===== src/rtl/forward_maccum_folded_if.sv =====
// Handshake/bus bundle for forward_maccum_folded.
// slave  : the MAC stage itself (consumes state/weights, produces accumulators).
// master : the surrounding environment driving the stage.
interface forward_maccum_folded_if #(
    parameter int NP = 8,
    parameter int NC = 7,
    parameter int WV = 5
);
    localparam int WA = $clog2(NP) + 1 + WV;

    logic                       iMode;

    logic                       iValid_AM_WeightBias;
    logic                       oReady_AM_WeightBias;
    logic [NC*NP*WV+NC*WV-1:0]  iData_AM_WeightBias;

    logic                       iValid_AM_State0;
    logic                       oReady_AM_State0;
    logic [NP*WV-1:0]           iData_AM_State0;

    logic                       oValid_BM_Accum0;
    logic                       iReady_BM_Accum0;
    logic [NC*WA-1:0]           oData_BM_Accum0;

    logic                       oValid_BM_Accum1;
    logic                       iReady_BM_Accum1;
    logic [NC*WA-1:0]           oData_BM_Accum1;

    modport slave (
        input  iMode,
        input  iValid_AM_WeightBias, iData_AM_WeightBias,
        output oReady_AM_WeightBias,
        input  iValid_AM_State0, iData_AM_State0,
        output oReady_AM_State0,
        output oValid_BM_Accum0, oData_BM_Accum0,
        input  iReady_BM_Accum0,
        output oValid_BM_Accum1, oData_BM_Accum1,
        input  iReady_BM_Accum1
    );

    modport master (
        output iMode,
        output iValid_AM_WeightBias, iData_AM_WeightBias,
        input  oReady_AM_WeightBias,
        output iValid_AM_State0, iData_AM_State0,
        input  oReady_AM_State0,
        input  oValid_BM_Accum0, oData_BM_Accum0,
        output iReady_BM_Accum0,
        input  oValid_BM_Accum1, oData_BM_Accum1,
        output iReady_BM_Accum1
    );
endinterface


===== src/rtl/forward_maccum_folded.sv =====
// Folded forward multiply-accumulate stage of a layer.
// Joins one state vector with one weight/bias bundle, then walks the NP inputs
// serially with NL parallel MAC lanes, one group of NL neurons at a time.
// The result is offered to the neuron stage (Accum0) and, in training mode,
// also to the delta stage (Accum1).
// Optional build macro FMF_SATURATE_EN: saturate each scaled product to WV
// bits instead of wrapping it.
module forward_maccum_folded #(
    parameter int NP = 8,
    parameter int NC = 7,
    parameter int NL = 1,
    parameter int WV = 5,
    parameter int WF = 2
) (
    input  logic                   iCLK,
    input  logic                   iRST,
    forward_maccum_folded_if.slave bus
);
    localparam int WA = $clog2(NP) + 1 + WV;
    localparam int NG = NC / NL;
    localparam int PW = $clog2(NP);
    localparam int GW = (NG > 1) ? $clog2(NG) : 1;
    localparam logic [PW-1:0] P_LAST = PW'(NP - 1);
    localparam logic [GW-1:0] G_LAST = GW'(NG - 1);

    generate
        if (NC % NL != 0) begin : gLaneCheck
            $error("forward_maccum_folded: NC must be a multiple of NL");
        end
    endgenerate

`ifdef FMF_SATURATE_EN
    localparam logic signed [2*WV-1:0] PMAX = {{(WV+1){1'b0}}, {(WV-1){1'b1}}};
    localparam logic signed [2*WV-1:0] PMIN = {{(WV+1){1'b1}}, {(WV-1){1'b0}}};
`endif

    // Scale a full-precision product back to the value format and fit it into WV bits.
    function automatic logic signed [WV-1:0] limitProd(input logic signed [2*WV-1:0] full);
        logic signed [2*WV-1:0] shifted;
        shifted = full >>> WF;
`ifdef FMF_SATURATE_EN
        if (shifted > PMAX) begin
            limitProd = PMAX[WV-1:0];
        end else if (shifted < PMIN) begin
            limitProd = PMIN[WV-1:0];
        end else begin
            limitProd = shifted[WV-1:0];
        end
`else
        limitProd = shifted[WV-1:0];
`endif
    endfunction

    typedef enum logic [1:0] {
        IDLE = 2'd0,
        RUN  = 2'd1,
        OUT  = 2'd2
    } state_t;

    state_t               state_r, stateNext_s;
    logic signed [WV-1:0] stateVal_r [NP];
    logic signed [WV-1:0] weight_r   [NG][NL][NP];
    logic signed [WA-1:0] acc_r      [NG][NL];
    logic signed [WA-1:0] accNext_s  [NG][NL];
    logic [NC*WA-1:0]     data_r;
    logic [PW-1:0]        p_r;
    logic [GW-1:0]        g_r;
    logic                 mode_r, valid0_r, valid1_r;
    logic                 accept_s, lastStep_s, take0_s, take1_s;
    logic                 readyState_s, readyWB_s;

    assign accept_s   = (state_r == IDLE) & bus.iValid_AM_State0 & bus.iValid_AM_WeightBias & ~iRST;
    assign lastStep_s = (state_r == RUN) & (p_r == P_LAST) & (g_r == G_LAST);
    assign take0_s    = valid0_r & bus.iReady_BM_Accum0;
    assign take1_s    = valid1_r & bus.iReady_BM_Accum1;

    assign bus.oReady_AM_State0     = readyState_s;
    assign bus.oReady_AM_WeightBias = readyWB_s;
    assign bus.oValid_BM_Accum0     = valid0_r;
    assign bus.oValid_BM_Accum1     = valid1_r;
    assign bus.oData_BM_Accum0      = data_r;
    assign bus.oData_BM_Accum1      = data_r;

    // FSM state register.
    always_ff @(posedge iCLK) begin
        if (iRST) begin
            state_r <= IDLE;
        end else begin
            state_r <= stateNext_s;
        end
    end

    // Next-state logic and the join readies (each input waits for the other).
    always_comb begin
        stateNext_s  = state_r;
        readyState_s = 1'b0;
        readyWB_s    = 1'b0;
        case (state_r)
            IDLE: begin
                readyState_s = bus.iValid_AM_WeightBias & ~iRST;
                readyWB_s    = bus.iValid_AM_State0 & ~iRST;
                if (accept_s) begin
                    stateNext_s = RUN;
                end else begin
                    stateNext_s = IDLE;
                end
            end
            RUN: begin
                if (lastStep_s) begin
                    stateNext_s = OUT;
                end else begin
                    stateNext_s = RUN;
                end
            end
            OUT: begin
                if (!(valid0_r & ~take0_s) && !(valid1_r & ~take1_s)) begin
                    stateNext_s = IDLE;
                end else begin
                    stateNext_s = OUT;
                end
            end
            default: begin
                stateNext_s = IDLE;
            end
        endcase
    end

    // One MAC step: every lane of the current group adds its product for input p.
    always_comb begin
        for (int g = 0; g < NG; g++) begin
            for (int l = 0; l < NL; l++) begin
                accNext_s[g][l] = acc_r[g][l];
            end
        end
        for (int l = 0; l < NL; l++) begin
            accNext_s[g_r][l] = acc_r[g_r][l] + WA'(limitProd(
                (2*WV)'(stateVal_r[p_r]) * (2*WV)'(weight_r[g_r][l][p_r])));
        end
    end

    // Operand latch, accumulators, input/group counters and output branch valids.
    always_ff @(posedge iCLK) begin
        if (iRST) begin
            for (int p = 0; p < NP; p++) begin
                stateVal_r[p] <= '0;
            end
            for (int g = 0; g < NG; g++) begin
                for (int l = 0; l < NL; l++) begin
                    acc_r[g][l] <= '0;
                    for (int p = 0; p < NP; p++) begin
                        weight_r[g][l][p] <= '0;
                    end
                end
            end
            data_r   <= '0;
            p_r      <= '0;
            g_r      <= '0;
            mode_r   <= 1'b0;
            valid0_r <= 1'b0;
            valid1_r <= 1'b0;
        end else begin
            if (accept_s) begin
                for (int p = 0; p < NP; p++) begin
                    stateVal_r[p] <= bus.iData_AM_State0[p*WV +: WV];
                end
                for (int g = 0; g < NG; g++) begin
                    for (int l = 0; l < NL; l++) begin
                        acc_r[g][l] <= WA'($signed(bus.iData_AM_WeightBias[NC*NP*WV + (g*NL+l)*WV +: WV]));
                        for (int p = 0; p < NP; p++) begin
                            weight_r[g][l][p] <= bus.iData_AM_WeightBias[((g*NL+l)*NP+p)*WV +: WV];
                        end
                    end
                end
                mode_r <= bus.iMode;
                p_r    <= '0;
                g_r    <= '0;
            end else if (state_r == RUN) begin
                acc_r <= accNext_s;
                if (p_r == P_LAST) begin
                    p_r <= '0;
                    g_r <= (g_r == G_LAST) ? '0 : g_r + GW'(1);
                end else begin
                    p_r <= p_r + PW'(1);
                end
            end
            if (lastStep_s) begin
                for (int g = 0; g < NG; g++) begin
                    for (int l = 0; l < NL; l++) begin
                        data_r[(g*NL+l)*WA +: WA] <= accNext_s[g][l];
                    end
                end
                valid0_r <= 1'b1;
                valid1_r <= mode_r;
            end else begin
                if (take0_s) begin
                    valid0_r <= 1'b0;
                end
                if (take1_s) begin
                    valid1_r <= 1'b0;
                end
            end
        end
    end
endmodule


===== src/flat_wrapper.sv =====
// flat-port wrapper written by rule: the top's interface ports become plain ports
module forward_maccum_folded_flat 
#(
    parameter int NP = 8,
    parameter int NC = 7,
    parameter int NL = 1,
    parameter int WV = 5,
    parameter int WF = 2
)
  (iCLK, iRST, bus_iMode, bus_iValid_AM_WeightBias, bus_iData_AM_WeightBias, bus_oReady_AM_WeightBias, bus_iValid_AM_State0, bus_iData_AM_State0, bus_oReady_AM_State0, bus_oValid_BM_Accum0, bus_oData_BM_Accum0, bus_iReady_BM_Accum0, bus_oValid_BM_Accum1, bus_oData_BM_Accum1, bus_iReady_BM_Accum1);
  forward_maccum_folded_if #(.NP(NP), .NC(NC), .WV(WV)) bus_i ();
  input  logic iCLK;
  input  logic iRST;
  input wire logic [$bits(bus_i.iMode)-1:0] bus_iMode;
  input wire logic [$bits(bus_i.iValid_AM_WeightBias)-1:0] bus_iValid_AM_WeightBias;
  input wire logic [$bits(bus_i.iData_AM_WeightBias)-1:0] bus_iData_AM_WeightBias;
  output wire logic [$bits(bus_i.oReady_AM_WeightBias)-1:0] bus_oReady_AM_WeightBias;
  input wire logic [$bits(bus_i.iValid_AM_State0)-1:0] bus_iValid_AM_State0;
  input wire logic [$bits(bus_i.iData_AM_State0)-1:0] bus_iData_AM_State0;
  output wire logic [$bits(bus_i.oReady_AM_State0)-1:0] bus_oReady_AM_State0;
  output wire logic [$bits(bus_i.oValid_BM_Accum0)-1:0] bus_oValid_BM_Accum0;
  output wire logic [$bits(bus_i.oData_BM_Accum0)-1:0] bus_oData_BM_Accum0;
  input wire logic [$bits(bus_i.iReady_BM_Accum0)-1:0] bus_iReady_BM_Accum0;
  output wire logic [$bits(bus_i.oValid_BM_Accum1)-1:0] bus_oValid_BM_Accum1;
  output wire logic [$bits(bus_i.oData_BM_Accum1)-1:0] bus_oData_BM_Accum1;
  input wire logic [$bits(bus_i.iReady_BM_Accum1)-1:0] bus_iReady_BM_Accum1;
  assign bus_i.iMode = bus_iMode;
  assign bus_i.iValid_AM_WeightBias = bus_iValid_AM_WeightBias;
  assign bus_i.iData_AM_WeightBias = bus_iData_AM_WeightBias;
  assign bus_oReady_AM_WeightBias = bus_i.oReady_AM_WeightBias;
  assign bus_i.iValid_AM_State0 = bus_iValid_AM_State0;
  assign bus_i.iData_AM_State0 = bus_iData_AM_State0;
  assign bus_oReady_AM_State0 = bus_i.oReady_AM_State0;
  assign bus_oValid_BM_Accum0 = bus_i.oValid_BM_Accum0;
  assign bus_oData_BM_Accum0 = bus_i.oData_BM_Accum0;
  assign bus_i.iReady_BM_Accum0 = bus_iReady_BM_Accum0;
  assign bus_oValid_BM_Accum1 = bus_i.oValid_BM_Accum1;
  assign bus_oData_BM_Accum1 = bus_i.oData_BM_Accum1;
  assign bus_i.iReady_BM_Accum1 = bus_iReady_BM_Accum1;
  forward_maccum_folded #(.NP(NP), .NC(NC), .NL(NL), .WV(WV), .WF(WF)) u_core (.iCLK(iCLK), .iRST(iRST), .bus(bus_i));
endmodule

===== config.mk =====
export PLATFORM = sky130hd
export DESIGN_NAME = forward_maccum_folded_flat
export DESIGN_NICKNAME = d
export VERILOG_FILES = /design/src/rtl/forward_maccum_folded_if.sv /design/src/rtl/forward_maccum_folded.sv /design/src/flat_wrapper.sv
export SDC_FILE = /design/constraint.sdc
export NUM_CORES = 1
export LEC_CHECK = 0
export BUFFER_PORTS_ARGS = -buffer_cell sky130_fd_sc_hd__buf_2
export CORE_ASPECT_RATIO = 0.6
export CORE_UTILIZATION = 42
export CTS_CLUSTER_SIZE = 40
export DETAILED_ROUTE_END_ITERATION = 12
export GPL_ROUTABILITY_DRIVEN = 0
export GPL_TIMING_DRIVEN = 0
export PLACE_DENSITY_LB_ADDON = 0.1
export RECOVER_POWER = 50
export SLEW_MARGIN = 20
export SYNTH_ARGS = -nofsm -noshare
export SYNTH_HDL_FRONTEND = slang
export SYNTH_SLANG_ARGS = --single-unit

===== constraint.sdc =====
create_clock -name iCLK -period 11.8 [get_ports iCLK]
set_input_delay 2.36 -clock iCLK [delete_from_list [all_inputs] [get_ports iCLK]]
set_output_delay 2.36 -clock iCLK [all_outputs]
set_load 0.01 [all_outputs]

== Yosys cells after proc, flatten, opt, wreduce, memory -nomap -nowiden ==
Memories as Yosys holds them, arrays and structs flattened. A register that Yosys moved wholly into a read port is not among the register bits.
Cells that the tools add are included.
Widths: inputs -> output; s select.
Cells by class
  add/subtract/negate cells: 3
  $mul: 1
  divide/modulo/power cells: 0
  magnitude comparators: 3
  equality and inequality tests: 4
  shifts and indexed selects: 0
  muxes and demuxes: 96
  bitwise operators: 80
  reductions and logical operators: 10
Operator list (number)
  $mux 5: 66
  $mux 63: 2
  $or 1x1->1: 64
  $bwmux 63: 1
  $bmux 9 s3: 1
  $demux 9 s3: 1
  $mux 9: 3
  $mux 3: 6
  $bmux 5 s3: 1
  $mux 1: 12
  $and 1x1->1: 11
  $add 9x5->9: 1
  $ge 4x4->1 const B: 2
  $not 3->4: 2
  $mul 5x5->7: 1
  $add 3x1->3 const B: 2
  $eq 3x3->1 const B: 2
  $pmux 2 s3: 1
  $reduce_bool 2->1: 3
  $lt 4x1->1 const B: 1
  $mux 2: 2
  $not 1->1: 3
  $eq 2x1->1 const B: 1
  $eq 2x2->1 const B: 1
  5 further kinds: 7
Storage, ports and cells
  bits in registers: 137
  latch bits: 0
  memory bits (writable): 320
  ROM bits: 0
  output and inout bits: 130
  word-level logic and storage cells: 213
  memories kept: 2
Memory list
  u_core.weight_r: words 7, bits a word 40, read ports 1, clocked after memory_dff 1, write ports 7, RTL line forward_maccum_folded.sv:62  | logic signed [WV-1:0] weight_r [NG][NL][NP];
  u_core.stateVal_r: words 8, bits a word 5, read ports 1, clocked after memory_dff 1, write ports 8, RTL line forward_maccum_folded.sv:61  | logic signed [WV-1:0] stateVal_r [NP];

== Longest topological paths before layout ==
  word-level depth: 9
  gate-level depth with buffers: 33
  gate-level depth less buffers: 28

== Worst setup path after synthesis ==
Ideal clock, no wire load.
  path kind: input to register
  start: in iRST
  end: reg (tool-made name)
  library setup time: 0.590 ns
  arrival time: 11.994 ns
  required time: 11.210 ns
  path slack: -0.784 ns
  cell stages on the path: 4
  path buffers: 2
  path through: clkbuf_1 a31o_2 clkbuf_1 nor3_1
RTL lines
  from (decl): RTL line flat_wrapper.sv:13  | input logic iRST;

==> flow_summary_export.csv <==
group,metric,value,unit
floorplanning,dieHeight,179,µm
finish,final_cell_mix,"391 x buf_2, 320 x edfxtp_1, 310 x and2_1",
floorplanning,die_w,297,µm
floorplanning,dieArea,53200,µm²
critical_path,critPathSlowestCell,"clkbuf_1",
power_and_ir_drop,power-per-cell-area,145,nW/µm²
timing,setup_tns,0,ps
cts,clk_pin_slew,60,ps
synthesis,syn_area_per_cell,11.8,µm²
cts,clock-root-buffer,"clkbuf_16",
timing,rsz0062_at_grt,"no",
synthesis,synth-seq-area-share,56.9,%
synthesis,syn_area,21900,µm²
job,drv_cap,3,
timing,worst_hold_slack,460,ps
grt,antenna_found_initial,21,
critical_path,cp_max_fo,10,
critical_path,path_class,"reg -> reg",
floorplanning,start_util,42.8,%
timing,fin_skew,14.3,ps
timing,worst_pin_slew,5090,ps
timing,setup_viol,0,
status,status,"complete, but fails checks",
cts,clkSinkCount,463,
timing,slew-limit-headroom,-239,%
grt,grtUsageTotal,28.0,%
finish,final_util,52.2,%
min_path,min_path_type,"reg -> reg",
timing,drv_slew,275,
finish,multi_input_area,8340,µm²
power_and_ir_drop,peakVddDrop,0.0952,mV
synthesis,yosysWarnings,0,
finish,n_fill_cell,4672,
finish,layout_commonest_cell,"buf_2",
drt,wl_met1,35.2,mm
timing,hold_viol,0,
grt,overflow,0,
drt,via_per_inst,5.48,
grt,grt_pass1_vias,16200,
synthesis,synth_top_cell_by_area,"edfxtp_1",
floorplanning,core_area,51200,µm²
critical_path,r2r_slack,1440,ps
timing,fmax,96.5,MHz
grt,grt_pass1_wl,107,mm
drt,drtPass1Iterations,8,
critical_path,worst_ep_required_time,12320,ps
critical_path,slowest_delay,850,ps
synthesis,ys.flop_type,"edfxtp_1",
timing,fin_crit,10360,ps
finish,area_delta_synth_final,21.9,%
floorplanning,ioPinCount,492,
drt,detail_route.wl_per_cell,24.3,µm
drt,wl_met2,31.0,mm
drt,drt-total-wl,76.5,mm
cts,cts_resized,0,
critical_path,crit_arrival,10880,ps
synthesis,synth_top_area_share,43.8,%
cts,htreeDepth,2,
cts,cts_tree,"built",
synthesis,synth.area.top_cells,"edfxtp_1 44%, dfxtp_1 13%, and2_1 8.9%, mux4_2 5.3%, nand2_1 2.9%",
critical_path,start_kind,"flop",
cts,cts_buffers,47,
cts,post_cts.repair.setup_buffers,0,
synthesis,ys_types,76,
finish,regArea,12500,µm²
cts,clk_path_buf_depth,3,
synthesis,synth-async-reset-ratio,0,%
finish,nets,2796,
drt,dr_wl_met3,8.94,mm
cts,cts-hold-fix-buffers,0,
finish,drive_gt1_share,25.7,%
synthesis,synth_edf_count,320,
drt,drtIter0Drc,2143,
floorplanning,placementRows,64,
placed_design,io_buffers,491,
synthesis,ys_seq_elements,463,
power_and_ir_drop,power_leakage,10.4,nW
grt,grt_max_degree,96,
critical_path,end_kind,"flop",
drt,drc_errors,0,
synthesis,synth_nets,2253,
drt,top_layer_used,"met4",
drt,dr_total_vias,17200,
cts,worstSkewPairLatency,580,ps
placed_design,dp_hpwl,57.9,mm
synthesis,syn_inst,1862,
drt,ant_nets,0,
timing,period_share,87.8,%
status,violations,"capacitance limit, slew limit",
[final cells by class]
type | count | area share, %
Clock inverter | 19 | 0.739
Sequential cell | 463 | 46.6
Timing Repair Buffer | 494 | 8.83
Inverter | 32 | 0.449
Multi-Input combinational cell | 1182 | 31.2
Clock buffer | 65 | 5.04
Buffer | 185 | 3.73
Tap cell | 693 | 3.24
Antenna cell | 14 | 0.131
[critical path: cells and delay by family, from the launching register on]
family	cells	cell delay, ps
XOR/XNOR	3	1140
flip-flops	1	360
buffers and inverters	7	2940
adder cells (fa/ha/maj)	5	2130
AO/OA/AOI/OAI	9	2260
AND/OR/NAND/NOR	1	120
multiplexers	3	1320
[worst paths after layout]
path | depth (start not counted) | start | endpoint
hold / removal | 2 | u_core.mode_r | u_core.bus.oValid_BM_Accum1
hold reg to reg | 2 | u_core.mode_r | u_core.bus.oValid_BM_Accum1
setup reg to reg | 28 | flop | u_core.acc_r[44]
setup / recovery | 28 | flop | u_core.acc_r[44]
[registers in the layout, indices dropped and copies added, names as in the netlist, named ones only]
signal and cells:
u_core.weight_r 280, u_core.acc_r 63, u_core.bus.oData_BM_Accum0 63, u_core.stateVal_r 40
u_core.g_r 3, u_core.p_r 3, u_core.state_r 2, u_core.bus.oValid_BM_Accum0 1
u_core.bus.oValid_BM_Accum1 1, u_core.mode_r 1
[cell families after synthesis]
logic type / after synthesis / synth area share [%]
and+or+nand+nor: 701 / 16.8
DFF: 463 / 56.9
AOI/OAI and AO/OA: 310 / 9.52
buffers and inverters: 217 / 5.08
muxes: 127 / 8.88
adders and majority gates: 29 / 2.00
xor gates and xnor gates: 15 / 0.873
[synth_stat cells (16+ instances only)]
cell and count:
nand2_1 170, a211oi_1 17, nor2_1 108, nand3_1 21, edfxtp_1 320, buf_4 64, nor2b_1 30, a21oi_1 106
a221oi_1 19, and2_1 313, o21ai_0 53, dfxtp_1 143, nand2b_1 16, mux4_2 52, ha_1 19, inv_1 31
o211ai_1 19, mux2_2 21, clkbuf_1 94, mux2i_1 54
[stage by stage]
stage          instances  area [µm²]  worst slack, ps  power (mW)
2_1_floorplan       1862       21900             4030        2.16
3_3_place_gp        3046       25300             1890        2.37
3_5_place_dp        3049       25300             1640        2.36
4_1_cts             3133       26900             1660        3.87
5_1_grt             3146       26700              796        4.00
6_report            3147       26700             1440        3.88
[routing by layer]
layer	track usage (%)	vias up
met5	0	-
met4	6.94	0
met3	7.43	92
met2	38.7	959
met1	43.0	8485
li1	-	7704
[power by group]
| part | internal [mW] | switching (mW) |
|---|---|---|
| Clock | 0.869 | 0.667 |
| Combinational | 0.174 | 0.307 |
| Sequential | 1.83 | 0.0318 |
| Total | 2.88 | 1.01 |
Note: power is estimated with default switching activity, not from simulation.
